[src/rtl/mips_regarb_pkg.sv]
// rtl/mips_regarb_pkg.sv - shared widths and enums for the register-write arbiter
package mips_regarb_pkg;

  localparam int REG_IDX_W = 5;
  localparam int DATA_W    = 32;

  typedef enum logic {
    REQ_A = 1'b0,
    REQ_B = 1'b1
  } req_e;

  typedef enum logic {
    EMPTY = 1'b0,
    FULL  = 1'b1
  } stage_e;

endpackage

[src/rtl/mips_rr_arbiter2.sv]
// rtl/mips_rr_arbiter2.sv - two-requester round-robin grant with registered pointer
module mips_rr_arbiter2
  import mips_regarb_pkg::*;
(
  input  logic clk,
  input  logic rst_n,
  input  logic a_valid,
  input  logic b_valid,
  input  logic can_accept,
  output logic a_ready,
  output logic b_ready
);

  req_e rr_ptr;
  logic grant_a;
  logic grant_b;

  // A sole valid requester wins; on contention the pointer decides.
  // Grants depend only on valids and the pointer, never on the other ready.
  assign grant_a = a_valid && (!b_valid || rr_ptr == REQ_A);
  assign grant_b = b_valid && (!a_valid || rr_ptr == REQ_B);

  assign a_ready = can_accept && grant_a;
  assign b_ready = can_accept && grant_b;

  // Pointer moves to the non-winner after each transfer, otherwise holds.
  always_ff @(posedge clk) begin
    if (!rst_n) begin
      rr_ptr <= REQ_A;
    end else if (a_valid && a_ready) begin
      rr_ptr <= REQ_B;
    end else if (b_valid && b_ready) begin
      rr_ptr <= REQ_A;
    end
  end

endmodule

[src/rtl/mips_regwrite_arbiter.sv]
// rtl/mips_regwrite_arbiter.sv - ALU/load writeback arbiter with one-entry stage; optional MIPS_REGARB_HAZARD_EN
module mips_regwrite_arbiter
  import mips_regarb_pkg::*;
#(
  parameter int CNT_W = 8
) (
  input  logic                 clk,
  input  logic                 rst_n,
  input  logic                 a_valid,
  output logic                 a_ready,
  input  logic [REG_IDX_W-1:0] a_reg,
  input  logic [DATA_W-1:0]    a_data,
  input  logic                 b_valid,
  output logic                 b_ready,
  input  logic [REG_IDX_W-1:0] b_reg,
  input  logic [DATA_W-1:0]    b_data,
  input  logic                 wr_hold,
  output logic [REG_IDX_W-1:0] write_reg,
  output logic [DATA_W-1:0]    write_data,
  output logic                 signal_reg_write,
  input  logic [REG_IDX_W-1:0] hz_reg_1,
  input  logic [REG_IDX_W-1:0] hz_reg_2,
  output logic                 hz_stall,
  output logic [CNT_W-1:0]     drop_count
);

  stage_e               state;
  logic [REG_IDX_W-1:0] stage_reg;
  logic [DATA_W-1:0]    stage_data;
  logic                 can_accept;
  logic                 a_xfer;
  logic                 b_xfer;
  logic                 xfer;
  logic [REG_IDX_W-1:0] xfer_reg;
  logic [DATA_W-1:0]    xfer_data;
  logic                 load;
  logic                 drop;

  // Accept when empty, or when full and draining this cycle; never in reset.
  assign can_accept = rst_n && (state == EMPTY || !wr_hold);

  mips_rr_arbiter2 u_arb (
    .clk        (clk),
    .rst_n      (rst_n),
    .a_valid    (a_valid),
    .b_valid    (b_valid),
    .can_accept (can_accept),
    .a_ready    (a_ready),
    .b_ready    (b_ready)
  );

  assign a_xfer    = a_valid && a_ready;
  assign b_xfer    = b_valid && b_ready;
  assign xfer      = a_xfer || b_xfer;
  assign xfer_reg  = a_xfer ? a_reg  : b_reg;
  assign xfer_data = a_xfer ? a_data : b_data;
  assign load      = xfer && (xfer_reg != '0);
  assign drop      = xfer && (xfer_reg == '0);

  // Stage fields are zeroed whenever empty, so they drive the port directly.
  // Reset gating keeps a stage that is being discarded off the write port.
  assign signal_reg_write = rst_n && (state == FULL) && !wr_hold;
  assign write_reg        = rst_n ? stage_reg  : '0;
  assign write_data       = rst_n ? stage_data : '0;

`ifdef MIPS_REGARB_HAZARD_EN
  assign hz_stall = rst_n && (state == FULL) &&
                    ((stage_reg == hz_reg_1) || (stage_reg == hz_reg_2));
`else
  logic unused_hz;
  assign unused_hz = ^{hz_reg_1, hz_reg_2};
  assign hz_stall  = 1'b0;
`endif

  // Stage load/drain plus saturating count of writes aimed at register 0.
  always_ff @(posedge clk) begin
    if (!rst_n) begin
      state      <= EMPTY;
      stage_reg  <= '0;
      stage_data <= '0;
      drop_count <= '0;
    end else begin
      if (load) begin
        state      <= FULL;
        stage_reg  <= xfer_reg;
        stage_data <= xfer_data;
      end else if (signal_reg_write) begin
        state      <= EMPTY;
        stage_reg  <= '0;
        stage_data <= '0;
      end
      if (drop && drop_count != {CNT_W{1'b1}}) begin
        drop_count <= drop_count + {{(CNT_W-1){1'b0}}, 1'b1};
      end
    end
  end

endmodule

[config.mk]
export PLATFORM = sky130hd
export DESIGN_NAME = mips_regwrite_arbiter
export DESIGN_NICKNAME = d
export VERILOG_FILES = /design/src/rtl/mips_regarb_pkg.sv /design/src/rtl/mips_rr_arbiter2.sv /design/src/rtl/mips_regwrite_arbiter.sv
export SDC_FILE = /design/constraint.sdc
export NUM_CORES = 1
export LEC_CHECK = 0
export CAP_MARGIN = 20
export CELL_PAD_IN_SITES_DETAIL_PLACEMENT = 1
export CELL_PAD_IN_SITES_GLOBAL_PLACEMENT = 1
export CORE_MARGIN = 5
export CORE_UTILIZATION = 26
export CTS_BUF_LIST = sky130_fd_sc_hd__clkbuf_4 sky130_fd_sc_hd__clkbuf_8
export DETAILED_ROUTE_END_ITERATION = 8
export HOLD_SLACK_MARGIN = 0.05
export PLACE_DENSITY = 0.83
export SYNTH_ARGS = -nofsm -noshare
export SYNTH_HDL_FRONTEND = slang
export SYNTH_SLANG_ARGS = --single-unit
export TNS_END_PERCENT = 30
[constraint.sdc]
create_clock -name clk -period 2.5 [get_ports clk]
set_input_delay 0.5 -clock clk [delete_from_list [all_inputs] [get_ports clk]]
set_output_delay 0.5 -clock clk [all_outputs]
set_load 0.1 [all_outputs]
== Yosys cells after proc, flatten, opt, wreduce, memory -nomap -nowiden ==
Cells that the tools add are included.

* Muxes and demuxes: 12
* Reduce and logical (&&, ||, !) cells: 23
* Equal/unequal tests: 1
* Bitwise logic cells: 2
* Add/sub/neg operators: 1

{| class="wikitable"
|+ Operators with widths
! cell !! number
|-
| $mux 32 || 4
|-
| $mux 5 || 4
|-
| $logic_and 1x1->1 || 12
|-
| $add 8x1->8 const B || 1
|-
| $ne 8x8->1 const B || 1
|-
| $logic_not 5->1 || 1
|-
| $reduce_bool 5->1 || 1
|-
| $logic_or 1x1->1 || 4
|-
| $mux 1 || 4
|-
| $reduce_bool 2->1 || 2
|-
| $logic_not 1->1 || 3
|-
| $not 1->1 || 2
|}

* Bits in registers: 47
* Word-level logic and storage cells: 44
* Output and inout bits: 49
* Bits of input ports: 89

== Depth between registers and ports, before layout ==
Gate-level depths: netlist (run 1).

* Depth in word-level cells: 9
* Depth in mapped cells: 7
* Gate-level depth less buffers: 6

== Modules after synthesis ==
From an unflattened synthesis (run 1), not the netlist that was laid out.

* Cells, all modules: 277
* Area total of the unflattened synthesis: 2,290.9 µm²

{| class="wikitable"
|+ By module, submodules not included
! module !! times used !! seq. area each (µm²) !! area each (µm²) !! cells each
|-
| mips_regwrite_arbiter || 1 || 920.9 || 2,232.1 || 268
|-
| mips_rr_arbiter2 || 1 || 20.0 || 58.8 || 9
|}

== Worst setup path before layout (run 1) ==
No wires, ideal clock.

* Path kind: input to output
* Start: input rst_n
* End: output a_ready
* Stages: 5
* Arrival time: 2,230 ps
* Data required time: 2,000 ps
* Path buffers: 2
* Setup slack: -230 ps
* Cells stage by stage: buf_2 -> a21boi_1 -> nand2_1 -> inv_2 -> buf_1

* Longest elaborated chain between the ends: 2

{| class="wikitable"
|+ RTL lines
! element !! line !! RTL
|-
| start: declaration || mips_regwrite_arbiter.sv:8 || <nowiki>input logic rst_n,</nowiki>
|-
| $logic_and 1x1->1 || mips_regwrite_arbiter.sv:40 || <nowiki>assign can_accept = rst_n && (state == EMPTY || !wr_hold);</nowiki>
|-
| $logic_and 1x1->1 || mips_rr_arbiter2.sv:23 || <nowiki>assign a_ready = can_accept && grant_a;</nowiki>
|-
| end: declaration || mips_regwrite_arbiter.sv:10 || <nowiki>output logic a_ready,</nowiki>
|}

No other way between the ends.

== Worst setup path after layout (run 1) ==
* Start: input rst_n
* End: output b_ready

* Longest elaborated chain between the ends: 2

{| class="wikitable"
|+ RTL lines
! element !! line !! RTL
|-
| $logic_and 1x1->1 || mips_regwrite_arbiter.sv:40 ||
|-
| $logic_and 1x1->1 || mips_rr_arbiter2.sv:24 || <nowiki>assign b_ready = can_accept && grant_b;</nowiki>
|-
| end: declaration || mips_regwrite_arbiter.sv:14 || <nowiki>output logic b_ready,</nowiki>
|}

No other way between the ends.

==> flow_metrics.py, run 1 <==
metrics = {
    "setup_path": {
        "crit_type": "input pin to output port",
        "slowest_delay_ns": 0.52,
        "cp.arrival_ns": 1.91,
        "cp-end-kind": "output port",
        "critical_path.slowest_cell": "clkdlybuf4s50_1",
        "cp_max_fo": 4,
        "r2r-start": "state",
        "crit_path_cell_trace": "clkdlybuf4s50_1 > a21boi_1 > nand3_1 > inv_1 > buf_12",
        "startpoint_type": "input pin",
        "critPathLaunch": "rst_n",
        "worstPathRequired_ns": 2.00,
    },
    "route": {
        "routed_wl_um": 8730,
        "drc": 0,
        "drt_iter0_markers": 63,
        "first_pass_iters": 4,
        "routedWlPerCell_um": 16.0,
        "final_antenna_net_count": 0,
        "avgViaCountPerCell": 4.88,
        "via_count": 2657,
    },
    "placement": {
        "dp_cells": 537,
        "gp_congestion": 0.862,
        "io_buffer_count": 126,
        "dp_hpwl_um": 6930,
        "dpl-instance-area_um2": 4170,
        "pre_cts_slack_ns": -0.0529,
    },
    "clock_tree": {
        "clock_latency_ns": 0.29,
        "tritoncts": "built",
        "cts_sinks": 47,
        "postCtsResizedCells": 0,
        "cts_root_buffer": "clkbuf_8",
        "clk_pin_slew_ns": 0.08,
        "ctsHoldBuffers": 0,
        "h-tree-depth": 2,
        "numCtsBuffers": 5,
        "clk_path_buf_depth": 2,
        "post-cts-setup-buffer-count": 0,
    },
    "sta": {
        "setup_ws_ns": 0.0926,
        "report.final.slew_viol_count": 0,
        "setup_viol": 0,
        "finalCriticalPeriod_ns": 2.41,
        "finalSetupTns_ns": 0,
        "finalHoldViolations": 0,
        "rsz0062_at_grt": "no",
        "finalClockSkew_ns": 0.0106,
        "clock.fmax_mhz": 415,
        "fin_crit_sh_pct": 96.3,
    },
    "finish": {
        "drive_gt1_share_pct": 17.8,
        "fin_area_um2": 4310,
        "nets": 526,
        "layout.cells.non_filler": 545,
        "areaGrowthSynthToFinish_pct": 83.7,
        "fin_util_pct": 49.2,
        "fillerInstances": 1006,
        "largest_reg_flops": 32,
        "diodes": 0,
    },
    "min_path": {
        "min_from": "stage_reg[1]",
        "hold_path.class": "flop to flop",
    },
    "power_and_ir_drop": {
        "ir_drop_v": 0.000321,
        "cellLeakagePower_nw": 1.77,
        "p_per_area_nw_per_um2": 656,
    },
    "yosys": {
        "synthCells": 311,
        "synth-main-ff-cell": "dfxtp_1",
        "synth_edf_count": 0,
        "synth_seq_area_share_pct": 40.1,
        "ys_ff_latch": 47,
        "synth_area_um2": 2350,
        "synthArstFlopShare_pct": 0,
        "synthesis.nets": 401,
        "yosys_warnings": 0,
        "yosysUniqueCellTypes": 39,
        "postSynthAreaPerCell_um2": 7.54,
    },
    "die": {
        "fp.dieW_um": 105,
        "die_area_um2": 11000,
        "core_area_um2": 8760,
        "die_h_um": 105,
        "num_rows": 34,
        "ios": 138,
        "start_util_pct": 26.8,
    },
    "grt": {
        "globalRouteMet3Util_pct": 4.13,
        "grtUsageMet1_pct": 16.4,
        "grt_pass1_wl_um": 14300,
        "use_met2_pct": 30.1,
        "grtUsageTotal_pct": 15.5,
        "antenna_found_initial": 0,
        "grt_overflow": 0,
        "grt_max_degree": 43,
        "grt_pass1_vias": 2899,
        "grt.busiest_layer": "met2",
    },
    "job": {
        "drv_cap": 0,
    },
    "run_status": {
        "status": "finished clean",
    },
}
## per-stage QoR
step                hold WS [ns]  power (mW)
detailed placement         0.475        2.19
finish                     0.482        2.83
global placement           0.459        2.17
CTS                        0.491        2.87
global route               0.505        2.96
floorplan                  0.447        1.65
## power breakdown
group          internal, mW  leakage [nW]  switching (mW)
Combinational         0.495          1.31           0.785
Clock                 0.411        0.0688           0.252
Sequential            0.858         0.391          0.0241
Total                  1.76          1.77            1.06
## layout make-up
cell class	count	area [um2]	share of cell area, %
clock buffers	6	76.3	1.77
clock inverters	2	60.1	1.39
inverters	11	41.3	0.958
multi-input cells	231	1280	29.8
flip-flops and latches	47	941	21.8
well taps	108	135	3.13
repair buffers	140	1770	41.1
## worst paths after layout
path,end,slack (ns),cells past startpoint
min,stage_reg[1],0.48,2
max,b_ready,0.09,5
max reg2reg,drop_count[6],0.78,5
min reg2reg,stage_reg[1],0.48,2
## layout by cell type (no fill, tap or decap), types with 3 or more instances in the layout
master	Yosys	final
a22oi_1	3	3
clkbuf_8	0	5
nand3_1	5	5
o21ai_1	4	4
o21ai_0	4	4
a21oi_1	38	38
and2_1	35	35
nand2_1	76	76
nor2_1	3	3
buf_12	0	42
buf_4	1	20
a31oi_1	33	33
clkdlybuf4s50_1	0	78
inv_1	10	10
dfxtp_1	47	47
## logic make-up (layout without fill, tap and decap cells)
group	count (synthesis)	after routing	share of synthesized area (%)
buffers and inverters	33	159	5.71
XOR/XNOR	1	1	0.373
adder cells (fa/ha/maj)	1	1	0.533
AND/OR/NAND/NOR	133	133	27.6
multiplexers	2	2	0.853
other	1	1	0.160
AO/OA/AOI/OAI	93	93	24.7
flip-flops	47	47	40.1
## critical path, delay by kind of cell
kind	cells	cell delay, ns
AND/OR/NAND/NOR	1	0.24
buffers and inverters	3	0.89
AO/OA/AOI/OAI	1	0.28
## synth_stat cells (all sizes together) (2+ instances only)
master	number	share of area (%)
and2	35	9.3
o21ai	8	1.7
nand4b	2	0.75
or3	2	0.53
dfxtp	47	40
mux2i	2	0.85
clkbuf	13	2.1
nand2	76	12
nand3	5	1.1
buf	9	1.9
a31oi	33	8.8
a21oi	38	8.1
nor2	3	0.48
nand2b	2	0.53
a22oi	3	0.96
a21bo	2	0.85
a21boi	2	0.64
or4	2	0.80
inv	11	1.8
nand4	2	0.53
## layer usage
layer  vias to the layer above  share of wire, %
li1                       1324                 -
met1                      1257                38
met2                        67                55
met3                         9               5.5
met4                         0               1.3
met5                         -                 0
Power figures use the tool's default switching activity.
==> run 2, diff against run 1 <==
Settings changed: CORE_ASPECT_RATIO from default to 1.1, HOLD_SLACK_MARGIN 0.05 to 0.03, PLACE_DENSITY 0.83 to 0.93.
==> run 2 against run 1 <==
Clock skew is 0.0022 ns higher. Hold slack gained 0.0086 ns. Sequential power barely moved. First-iteration DRC count grew 29%. Critical endpoint is now write_data[16]. Maximum frequency increased by 1.5%. Highest routed layer unchanged. Clock power hardly changed. Final cell count rose by 1.1%.
==> flow_metrics.py, run 2 (synthesized netlist as in run 1, its figures left out) <==
metrics = {
    "finish": {
        "layout_commonest_cell": "clkdlybuf4s50_1",
        "drive_gt1_share_pct": 18.1,
        "largest_reg_flops": 32,
        "final_cell_mix": "78 x clkdlybuf4s50_1, 76 x nand2_1, 47 x dfxtp_1, 41 x buf_12, 38 x a21oi_1",
        "areaGrowthSynthToFinish_pct": 83.7,
        "fin_util_pct": 48.8,
        "fillerInstances": 1030,
        "nets": 526,
        "diodes": 0,
    },
    "sta": {
        "fin_crit_sh_pct": 94.9,
        "clock.fmax_mhz": 422,
        "timing.hold.ws_ns": 0.490,
        "finalCriticalPeriod_ns": 2.37,
        "finalSetupTns_ns": 0,
        "setup_viol": 0,
        "rsz0062_at_grt": "no",
        "finalClockSkew_ns": 0.0128,
        "report.final.slew_viol_count": 0,
        "finalHoldViolations": 0,
    },
    "setup_path": {
        "startpoint_type": "input pin",
        "cp_max_fo": 34,
        "critPathLaunch": "rst_n",
        "crit_path_cell_trace": "clkdlybuf4s50_1 > buf_4 > and2_1 > buf_12",
        "r2r-start": "drop_count[0]",
        "cp.arrival_ns": 1.87,
        "crit_type": "input pin to output port",
        "cp-end-kind": "output port",
        "critical_path.slowest_cell": "clkdlybuf4s50_1",
        "worstPathRequired_ns": 2.00,
        "slowest_delay_ns": 0.55,
    },
    "grt": {
        "antenna_found_initial": 0,
        "grt_pass1_wl_um": 14800,
        "grt_pass1_vias": 2912,
        "grtUsageTotal_pct": 17.1,
        "use_met2_pct": 32.7,
        "grt_max_degree": 49,
        "globalRouteMet3Util_pct": 4.00,
        "grtUsageMet1_pct": 18.8,
        "grt.busiest_layer": "met2",
        "grt_overflow": 0,
    },
    "route": {
        "routed_wl_um": 9470,
        "first_pass_iters": 4,
        "routedWlPerCell_um": 17.2,
        "final_antenna_net_count": 0,
        "avgViaCountPerCell": 4.96,
        "drc": 0,
        "via_count": 2733,
        "drt_iter0_markers": 81,
    },
    "die": {
        "core_area_um2": 8830,
        "die_area_um2": 11000,
        "ios": 138,
        "fp.dieW_um": 101,
        "num_rows": 36,
        "die_h_um": 110,
        "start_util_pct": 26.6,
    },
    "clock_tree": {
        "ctsHoldBuffers": 0,
        "cts_sinks": 47,
        "clk_path_buf_depth": 2,
        "h-tree-depth": 2,
        "post-cts-setup-buffer-count": 0,
        "cts_root_buffer": "clkbuf_8",
        "clock_latency_ns": 0.29,
        "tritoncts": "built",
        "numCtsBuffers": 5,
        "clk_pin_slew_ns": 0.09,
    },
    "job": {
        "drv_cap": 0,
    },
    "power_and_ir_drop": {
        "cellLeakagePower_nw": 1.76,
        "p_per_area_nw_per_um2": 659,
        "ir_drop_v": 0.000253,
    },
    "placement": {
        "dp_hpwl_um": 7530,
        "gp_congestion": 0.799,
        "io_buffer_count": 126,
    },
    "run_status": {
        "status": "finished clean",
    },
    "min_path": {
        "hold_path.class": "flop to flop",
        "min_from": "stage_reg[1]",
    },
}
## run 2: changes by cell type in the layout (fill, tap and decap cells not counted)
cell      previous run  this run
a21boi_1             2         1
a21boi_2             0         1
buf_12              42        41
buf_4               20        21
## run 2: area by class of cell
class	count	area, um2	area share, %
repair buffers	140	1760	40.8
multi-input cells	231	1290	29.9
flip-flops and latches	47	941	21.8
well taps	114	143	3.31
clock buffers	6	76.3	1.77
clock inverters	2	60.1	1.39
inverters	11	41.3	0.958
## run 2: path summary, 6_finish.rpt
path | cells after the start | slack (ns) | end
hold / removal | 2 | 0.49 | stage_reg[1]
hold reg to reg | 2 | 0.49 | stage_reg[1]
setup reg to reg | 6 | 0.79 | drop_count[3]
setup / recovery | 4 | 0.13 | write_data[16]
## run 2: power breakdown
group	internal [mW]	leakage (nW)	switching, mW
logic	0.491	1.30	0.799
registers	0.859	0.391	0.0271
clock network	0.411	0.0688	0.253
## run 2: critical path: cells and delay by family
family | cells | cell delay, ns
buf+inv | 3 | 1.08
simple gates | 1 | 0.27
## run 2: metrics by stage
stage,power [mW],setup slack [ns],instances,instance area (um2)
CTS,2.87,0.0230,551,4310
floorplan,1.65,0.158,311,2350
global route,2.96,0.0346,551,4310
detailed placement,2.20,-0.0393,543,4170
finish,2.84,0.129,551,4310
global placement,2.16,0.00664,543,4170
## run 2: timing repair
item | CTS | global route
gates resized for setup | 0 | 1
endpoints found under the hold margin | 0 | 0
endpoints found under the setup margin | 0 | 2
## run 2: per-layer routing
layer	wire [um]	vias up
met5	0	-
li1	-	1321
met2	5030	86
met4	112	0
met3	587	10
met1	3730	1316
==> run 3, diff against run 2 <==
Settings changed: CORE_MARGIN 5 to 2.
==> run 3 against run 2 <==
Non-clock buffer count fell by 2. Total power shrank 2.4%. Die area down 11%. Flip-flop and latch count unchanged. Via count up 0.70%. Hold slack gained 0.0028 ns. Cell area fell by 0.49%. Critical endpoint is now write_data[24].
==> flow_metrics.py, run 3 (synthesized netlist as in run 1, its figures left out) <==
metrics = {
    "sta": {
        "report.final.slew_viol_count": 0,
        "finalHoldViolations": 0,
        "finalClockSkew_ns": 0.00401,
        "clock.fmax_mhz": 414,
        "finalCriticalPeriod_ns": 2.41,
        "setup_viol": 0,
        "fin_crit_sh_pct": 96.5,
        "rsz0062_at_grt": "no",
    },
    "setup_path": {
        "reg2reg_slack_ns": 0.77,
        "crit_type": "input pin to output port",
        "slowest_delay_ns": 0.55,
        "startpoint_type": "input pin",
        "cp-end-kind": "output port",
        "critical_path.slowest_cell": "clkdlybuf4s50_1",
        "reg2reg_depth": 6,
        "cp_max_fo": 37,
        "cp.arrival_ns": 1.91,
        "r2r-start": "drop_count[0]",
        "crit_path_cell_trace": "clkdlybuf4s50_1 > buf_4 > and2_1 > buf_12",
        "worstPathRequired_ns": 2.00,
        "timing.rr.end": "drop_count[3]",
    },
    "finish": {
        "drive_gt1_share_pct": 17.7,
        "largest_reg_flops": 32,
        "areaGrowthSynthToFinish_pct": 82.8,
        "layout_commonest_cell": "clkdlybuf4s50_1",
        "diodes": 0,
        "fillerInstances": 1013,
        "nets": 524,
        "layout.cells.non_filler": 549,
        "final_cell_mix": "78 x clkdlybuf4s50_1, 76 x nand2_1, 47 x dfxtp_1, 42 x buf_12, 38 x a21oi_1",
    },
    "grt": {
        "grt_pass1_wl_um": 14200,
        "grt_pass1_vias": 2924,
        "antenna_found_initial": 0,
        "use_met2_pct": 34.6,
        "grt_overflow": 0,
        "grt.busiest_layer": "met2",
        "globalRouteMet3Util_pct": 3.85,
        "grt_max_degree": 38,
        "grtUsageTotal_pct": 18.2,
        "grtUsageMet1_pct": 20.4,
    },
    "clock_tree": {
        "post-cts-setup-buffer-count": 0,
        "ctsHoldBuffers": 0,
        "tritoncts": "built",
        "cts_root_buffer": "clkbuf_8",
        "clk_pin_slew_ns": 0.09,
        "clock_latency_ns": 0.29,
        "postCtsResizedCells": 0,
        "cts_sinks": 47,
        "numCtsBuffers": 5,
        "h-tree-depth": 2,
        "clk_path_buf_depth": 2,
    },
    "die": {
        "start_util_pct": 26.6,
        "ios": 138,
        "die_area_um2": 9800,
        "die_h_um": 104,
        "fp.dieW_um": 94.6,
        "core_area_um2": 8830,
        "num_rows": 36,
    },
    "route": {
        "final_antenna_net_count": 0,
        "routed_wl_um": 9290,
        "avgViaCountPerCell": 5.01,
        "routedWlPerCell_um": 16.9,
        "drt_iter0_markers": 49,
        "via_count": 2752,
        "first_pass_iters": 4,
        "drc": 0,
    },
    "power_and_ir_drop": {
        "ir_drop_v": 0.000282,
        "cellLeakagePower_nw": 1.75,
        "p_per_area_nw_per_um2": 646,
        "finalPower_mw": 2.77,
    },
    "job": {
        "drv_cap": 0,
    },
    "min_path": {
        "min_from": "stage_reg[1]",
        "hold_depth": 2,
        "hold_path.class": "flop to flop",
        "holdPathEnd": "stage_reg[1]",
    },
    "placement": {
        "gp_congestion": 0.841,
        "dp_cells": 541,
        "io_buffer_count": 126,
        "dp_hpwl_um": 7010,
    },
    "run_status": {
        "status": "finished clean",
    },
}
run 3: metal layers:
metal	vias up	part of all wire (%)
met2	92	53
li1	1318	-
met5	-	0
met4	0	0.80
met1	1336	40
met3	6	5.9
run 3: per-stage QoR:
step           TNS [ns]  setup WS (ns)  hold WS [ns]  area (um2)  utilization (%)
2_1_floorplan         0          0.158         0.447        2350                -
3_3_place_gp    -0.0149        -0.0149         0.467        4170             47.2
3_5_place_dp     -0.194        -0.0923         0.491        4170             47.2
4_1_cts               0         0.0423         0.504        4280             48.5
5_1_grt               0         0.0144         0.528        4290             48.6
6_report              0         0.0866         0.493        4290             48.6
run 3: final cells by class:
cell class / instances / area (um2) / area share, %
clock inverter: 2 / 35.0 / 0.817
sequential: 47 / 941 / 21.9
inverter: 11 / 41.3 / 0.963
tap: 114 / 143 / 3.33
multi-input combinational: 231 / 1290 / 30.1
clock buffer: 6 / 82.6 / 1.93
timing repair buffer: 138 / 1760 / 41.0
run 3: critical path, delay by kind of cell:
kind | cells | cell delay (ns)
and+or+nand+nor | 1 | 0.28
buffers and inverters | 3 | 1.11
run 3: worst max-delay path by stage:
stage,from,to,slack [ns],cells past startpoint
5_1_grt,rst_n,signal_reg_write,0.01,5
4_1_cts,rst_n,b_ready,0.04,5
2_1_floorplan,rst_n,a_ready,0.16,5
6_report,rst_n,write_data[24],0.09,4
3_5_place_dp,b_reg[0],drop_count[3],-0.09,6
3_3_place_gp,b_reg[0],drop_count[3],-0.01,6
run 3: power breakdown:
part           internal, mW  switching [mW]  total, mW
clock                 0.324           0.261      0.585
sequential            0.859          0.0307      0.890
combinational         0.493           0.802       1.29
